===== src/rtl/mips_imem_loader_if.sv =====
// Loader data path: incoming instruction-word stream plus the instruction-memory write port.
interface mips_imem_loader_if #(
  parameter int ADDR_WIDTH = 8
);
  logic                  in_valid;
  logic                  in_ready;
  logic [31:0]           in_data;
  logic                  imem_we;
  logic [ADDR_WIDTH-1:0] imem_addr;
  logic [31:0]           imem_wdata;

  modport master (
    output in_valid, in_data,
    input  in_ready, imem_we, imem_addr, imem_wdata
  );

  modport slave (
    input  in_valid, in_data,
    output in_ready, imem_we, imem_addr, imem_wdata
  );
endinterface


===== src/rtl/mips_imem_loader.sv =====
// Boot-time instruction-memory loader: streams words into imem, verifies an XOR checksum,
// then releases the core from reset after a fixed hold-off.
module mips_imem_loader #(
  parameter int ADDR_WIDTH     = 8,
  parameter int RELEASE_CYCLES = 4
) (
  input  logic                  clk,
  input  logic                  reset,
  input  logic                  start,
  input  logic [ADDR_WIDTH:0]   word_count,
  mips_imem_loader_if.slave     bus,
  output logic                  core_reset,
  output logic                  busy,
  output logic                  done,
  output logic                  error,
  output logic [ADDR_WIDTH:0]   words_loaded
);

  typedef enum logic [2:0] {IDLE, LOAD, CHECK, RELEASE, DONE, ERROR} state_t;

  localparam logic [ADDR_WIDTH:0] CAPACITY = {1'b1, {ADDR_WIDTH{1'b0}}};
  localparam logic [3:0]          REL_INIT = 4'(RELEASE_CYCLES - 1);

  state_t              state;
  logic [ADDR_WIDTH:0] count_q;
  logic [31:0]         acc;
  logic [3:0]          rel_cnt;
  logic                xfer;
  logic                length_ok;
  logic [ADDR_WIDTH:0] loaded_next;

  assign xfer        = bus.in_valid && bus.in_ready;
  assign length_ok   = (word_count != '0) && (word_count <= CAPACITY);
  assign loaded_next = words_loaded + {{ADDR_WIDTH{1'b0}}, 1'b1};

  // All outputs are registered; imem_we is a one-cycle pulse per accepted payload word.
  always_ff @(posedge clk or negedge reset) begin
    if (!reset) begin
      state          <= IDLE;
      count_q        <= '0;
      acc            <= '0;
      rel_cnt        <= '0;
      words_loaded   <= '0;
      core_reset     <= 1'b1;
      busy           <= 1'b0;
      done           <= 1'b0;
      error          <= 1'b0;
      bus.in_ready   <= 1'b0;
      bus.imem_we    <= 1'b0;
      bus.imem_addr  <= '0;
      bus.imem_wdata <= '0;
    end else begin
      bus.imem_we <= 1'b0;
      case (state)
        IDLE, DONE, ERROR: begin
          if (start) begin
            count_q      <= word_count;
            acc          <= '0;
            words_loaded <= '0;
            done         <= 1'b0;
            core_reset   <= 1'b1;
            if (length_ok) begin
              state        <= LOAD;
              error        <= 1'b0;
              busy         <= 1'b1;
              bus.in_ready <= 1'b1;
            end else begin
              state <= ERROR;
              error <= 1'b1;
            end
          end
        end
        LOAD: begin
          if (xfer) begin
            bus.imem_we    <= 1'b1;
            bus.imem_addr  <= words_loaded[ADDR_WIDTH-1:0];
            bus.imem_wdata <= bus.in_data;
            acc            <= acc ^ bus.in_data;
            words_loaded   <= loaded_next;
            if (loaded_next == count_q) begin
              state <= CHECK;
            end
          end
        end
        CHECK: begin
          // The word after the payload is the checksum and never reaches memory.
          if (xfer) begin
            bus.in_ready <= 1'b0;
            if (bus.in_data == acc) begin
              state   <= RELEASE;
              rel_cnt <= REL_INIT;
            end else begin
              state <= ERROR;
              error <= 1'b1;
              busy  <= 1'b0;
            end
          end
        end
        RELEASE: begin
          if (rel_cnt == 4'd0) begin
            state      <= DONE;
            core_reset <= 1'b0;
            done       <= 1'b1;
            busy       <= 1'b0;
          end else begin
            rel_cnt <= rel_cnt - 4'd1;
          end
        end
        default: state <= IDLE;
      endcase
    end
  end

endmodule


===== src/flat_wrapper.sv =====
// flat-port wrapper written by rule: the top's interface ports become plain ports
module mips_imem_loader_flat 
#(
  parameter int ADDR_WIDTH     = 8,
  parameter int RELEASE_CYCLES = 4
)
  (clk, reset, start, word_count, core_reset, busy, done, error, words_loaded, bus_in_valid, bus_in_data, bus_in_ready, bus_imem_we, bus_imem_addr, bus_imem_wdata);
  mips_imem_loader_if #(.ADDR_WIDTH(ADDR_WIDTH)) bus_i ();
  input  logic clk;
  input  logic reset;
  input  logic start;
  input  logic [ADDR_WIDTH:0] word_count;
  output logic core_reset;
  output logic busy;
  output logic done;
  output logic error;
  output logic [ADDR_WIDTH:0] words_loaded;
  input wire logic [$bits(bus_i.in_valid)-1:0] bus_in_valid;
  input wire logic [$bits(bus_i.in_data)-1:0] bus_in_data;
  output wire logic [$bits(bus_i.in_ready)-1:0] bus_in_ready;
  output wire logic [$bits(bus_i.imem_we)-1:0] bus_imem_we;
  output wire logic [$bits(bus_i.imem_addr)-1:0] bus_imem_addr;
  output wire logic [$bits(bus_i.imem_wdata)-1:0] bus_imem_wdata;
  assign bus_i.in_valid = bus_in_valid;
  assign bus_i.in_data = bus_in_data;
  assign bus_in_ready = bus_i.in_ready;
  assign bus_imem_we = bus_i.imem_we;
  assign bus_imem_addr = bus_i.imem_addr;
  assign bus_imem_wdata = bus_i.imem_wdata;
  mips_imem_loader #(.ADDR_WIDTH(ADDR_WIDTH), .RELEASE_CYCLES(RELEASE_CYCLES)) u_core (.clk(clk), .reset(reset), .start(start), .word_count(word_count), .bus(bus_i), .core_reset(core_reset), .busy(busy), .done(done), .error(error), .words_loaded(words_loaded));
endmodule

===== config.mk =====
export PLATFORM = sky130hd
export DESIGN_NAME = mips_imem_loader_flat
export DESIGN_NICKNAME = d
export VERILOG_FILES = /design/src/rtl/mips_imem_loader_if.sv /design/src/rtl/mips_imem_loader.sv /design/src/flat_wrapper.sv
export SDC_FILE = /design/constraint.sdc
export NUM_CORES = 1
export LEC_CHECK = 0
export BUFFER_PORTS_ARGS = -buffer_cell sky130_fd_sc_hd__buf_2
export CORE_MARGIN = 2
export CORE_UTILIZATION = 40
export CTS_CLUSTER_DIAMETER = 50
export CTS_CLUSTER_SIZE = 8
export DETAILED_ROUTE_END_ITERATION = 12
export GPL_ROUTABILITY_DRIVEN = 1
export SLEW_MARGIN = 20
export SYNTH_ARGS = -nofsm -noshare
export SYNTH_HDL_FRONTEND = slang
export SYNTH_SLANG_ARGS = --single-unit

===== constraint.sdc =====
create_clock -name clk -period 5.7 [get_ports clk]
set_input_delay 0.855 -clock clk [delete_from_list [all_inputs] [get_ports clk]]
set_output_delay 0.855 -clock clk [all_outputs]
set_load 0.02 [all_outputs]

==> flow_summary.yaml <==
hold_path:
  worstHoldPathType: "register to register"
  hold_path_startpoint: "u_core.core_reset"
  min_to: "u_core.core_reset"
  hold_depth: 2
pwr:
  p_clk_frac: 0.208
  total_power_w: 0.003032
  pwr-share-seq: 0.408
  switching_share: 0.4084
  p_comb_frac: 0.384
  vdd_drop_max_v: 0.0002069
  leakage_nw: 2.764
  internal-power_w: 0.001794
  pwr_density_cell_nw_per_um2: 527.4
  switchingPower_w: 0.001239
logic_synthesis:
  synth_compound_area_frac: 0.1303
  synth_cell_type_count: 44
  yosys_most_used_dff: "dfrtp_1"
  async_flop_share: 1.000
  syn_nets: 585
  yosysTopAreaCellShare: 0.5273
  syn_area_um2: 4841
  yosys.area_share.simple: 0.2091
  synth.yosys.seq_area_share: 0.5327
  yosys-top-cells-area: "dfrtp_1 53%, nand2_1 11%, xnor2_1 6.7%"
  synthCells: 538
  syn_area_per_cell_um2: 8.998
  yosysTopAreaCell: "dfrtp_1"
  synth_top_family_by_area: "simple AND/OR/NAND/NOR gates"
  synth_edf_count: 0
  synth_xor_area_frac: 0.07237
  synth.area.mux_share: 0.02326
  synthAdderAreaFrac: 0.005169
  synth-seq-cells: 103
  synth_warnings: 0
setup_path:
  cp_data_required_time_ps: 5980
  arrival_ps: 2880
  path_buf_inv: 1
  cpPeakStageDelay_ps: 540
  regToRegEndpoint: "u_core.acc[17]"
  path_cells: "buf_2, xnor2_1, nand4_1, nor4_2, a31oi_1, or4_1, a21oi_1"
  r2r_cells: 5
  r2r_start: "u_core.state[0]"
  critPathKind: "input port to register"
  worst_path_max_delay_cell: "nor4_2"
  cp_top_family: "simple AND/OR/NAND/NOR gates"
  critPathMaxFanout: 5
  rrSetupSlack_ps: 3240
  cp-end-kind: "register"
  start_kind: "input port"
global_route:
  grt_max_degree: 85
  grt_overflow: 0
  grt_pass1_wl_um: 19360
  antenna_found_initial: 0
  grt_pass1_vias: 3910
  grt_usage: 0.1897
timing:
  worst_pin_slew_ps: 914.2
  fin_worst_skew_ps: 7.276
  hold_viol: 0
  worst_slack_ps: 3105
  final.setup.tns_ps: 0
  slew-limit-headroom: 0.3892
  setup_viol: 0
  final_max_slew_viol_count: 0
  rsz0062_at_grt: "false"
  fmax_ghz: 0.3854
  period_share: 0.4552
  finalCriticalPeriod_ps: 2595
placement:
  port_buffers: 99
  dpl_cell_area_um2: 5450
  dp_worst_setup_slack_ps: 2713
  dpl.hpwl_um: 7931
  gp_congestion: 0.8641
final_layout:
  final_area_um2: 5749
  layout_commonest_cell: "nand2_1"
  antennaDiodeCount: 0
  final_cell_mix: "138 x nand2_1, 102 x dfrtp_1, 98 x buf_2, 54 x o21ai_1, 43 x nor2_1"
  multiInputGateArea_um2: 2141
  ff_latch_area_um2: 2579
  nFillCells: 1141
  nNetsFinal: 672
  layout-drive-gt1-share: 0.2079
  areaGrowthSynthToFinish_pct: 18.76
clocking:
  cts_buffers: 9
  tritoncts: "done"
  clkSinkCount: 103
  worstSkewPairLatency_ps: 360
  path_clk_slew_ps: 70
  htree_levels: 3
  cts_setup_buffers: 0
  clk_path_buf_depth: 2
  root_buffer: "clkbuf_16"
  holdBufCountCts: 0
  cts.repair.resized: 0
drt:
  drtAntennaViolNets: 0
  drt-total-wl_um: 11730
  post_drt_wl_per_cell_um: 15.10
  dr.pass1.iters: 4
  drt-initial-drc-count: 205
  routed_via_density: 5.223
  vias: 4058
  drc: 0
floorplan:
  fp.dieArea_um2: 13000
  die_height_um: 114.0
  die_x_um: 114.0
  ios: 100
  coreArea_um2: 11910
  start_util: 0.4064
  core.rowCount: 40
run:
  max-cap-violations: 0
status:
  status: "finished, final reports clean"
[area by class of cell]
type                            instances  area share
Clock buffer                           10     0.03983
Clock inverter                          6     0.01219
Inverter                                9    0.005876
Multi-Input combinational cell        401      0.3724
Sequential cell                       103      0.4485
Tap cell                              147     0.03199
Timing Repair Buffer                  101     0.08923
[cell usage after synthesis, types with 4 or more instances]
master and n:
o31ai_1 5, a21oi_1 11, o21ai_0 31, nand3_1 10, inv_1 8, clkbuf_1 18, nor3_1 5, nor2_1 43
xnor2_1 37, dfrtp_1 102, nor2b_1 5, o21ai_1 54, or3_1 4, nand2_1 139, mux2_2 9, nand4_1 9
buf_1 4
[state kept, by name, summed over array words and instances (netlist names)]
name	flops
u_core.bus.imem_wdata	32
u_core.done	1
u_core.count_q	9
u_core.core_reset	1
u_core.rel_cnt	4
u_core.bus.in_ready	1
u_core.error	1
u_core.busy	1
u_core.state	3
u_core.bus.imem_addr	8
u_core.acc	32
u_core.words_loaded	9
u_core.bus.imem_we	1
[through the flow]
step / utilization / hold slack [ps] / cells
after floorplan: - / 456.4 / 538
after global placement: 0.4576 / 443.4 / 761
after detailed placement: 0.4576 / 449.8 / 761
after CTS: 0.4827 / 458.9 / 777
after global routing: 0.4827 / 501.2 / 777
final: 0.4827 / 459.3 / 777
[how the worst max path moves through the flow]
stage               startpoint  depth (start not counted)                end  slack [ps]
2_1_floorplan  bus_in_data[16]                          6  u_core.rel_cnt[3]        3450
3_3_place_gp    bus_in_data[4]                          7  u_core.rel_cnt[3]        2700
3_5_place_dp    bus_in_data[4]                          7  u_core.rel_cnt[3]        2710
4_1_cts         bus_in_data[4]                          7  u_core.rel_cnt[3]        3080
5_1_grt         bus_in_data[4]                          7  u_core.rel_cnt[3]        2920
6_report        bus_in_data[4]                          7  u_core.rel_cnt[3]        3110
[tightest hold or removal path: cells and delay by family, from the launching register on]
family        cells  cell delay [ps]
flops             1              370
simple gates      2               90
[power groups by stage]
stage	Clock (W)	Sequential [W]	Combinational, W
after floorplan	0	0.00137	0.000679
after global placement	0	0.00124	0.00115
after detailed placement	0	0.00124	0.00118
after CTS	0.000646	0.00124	0.00118
after global routing	0.000678	0.00128	0.00131
final	0.000630	0.00124	0.00116
[per-layer routing]
layer	share of wire	up-vias	global-route usage
met5	0	-	0
met4	0.021	0	0.08049
met3	0.048	17	0.04357
met2	0.46	109	0.2829
met1	0.47	1945	0.2665
li1	-	1987	-
[cell families after synthesis]
| family | after synthesis |
|---|---|
| buffers and inverters | 34 |
| xor gates and xnor gates | 40 |
| and+or+nand+nor | 234 |
| DFF | 103 |
| adders and majority gates | 2 |
| muxes | 10 |
| AOI/OAI and AO/OA | 115 |
No activity file was read; power rests on OpenSTA's default activity.
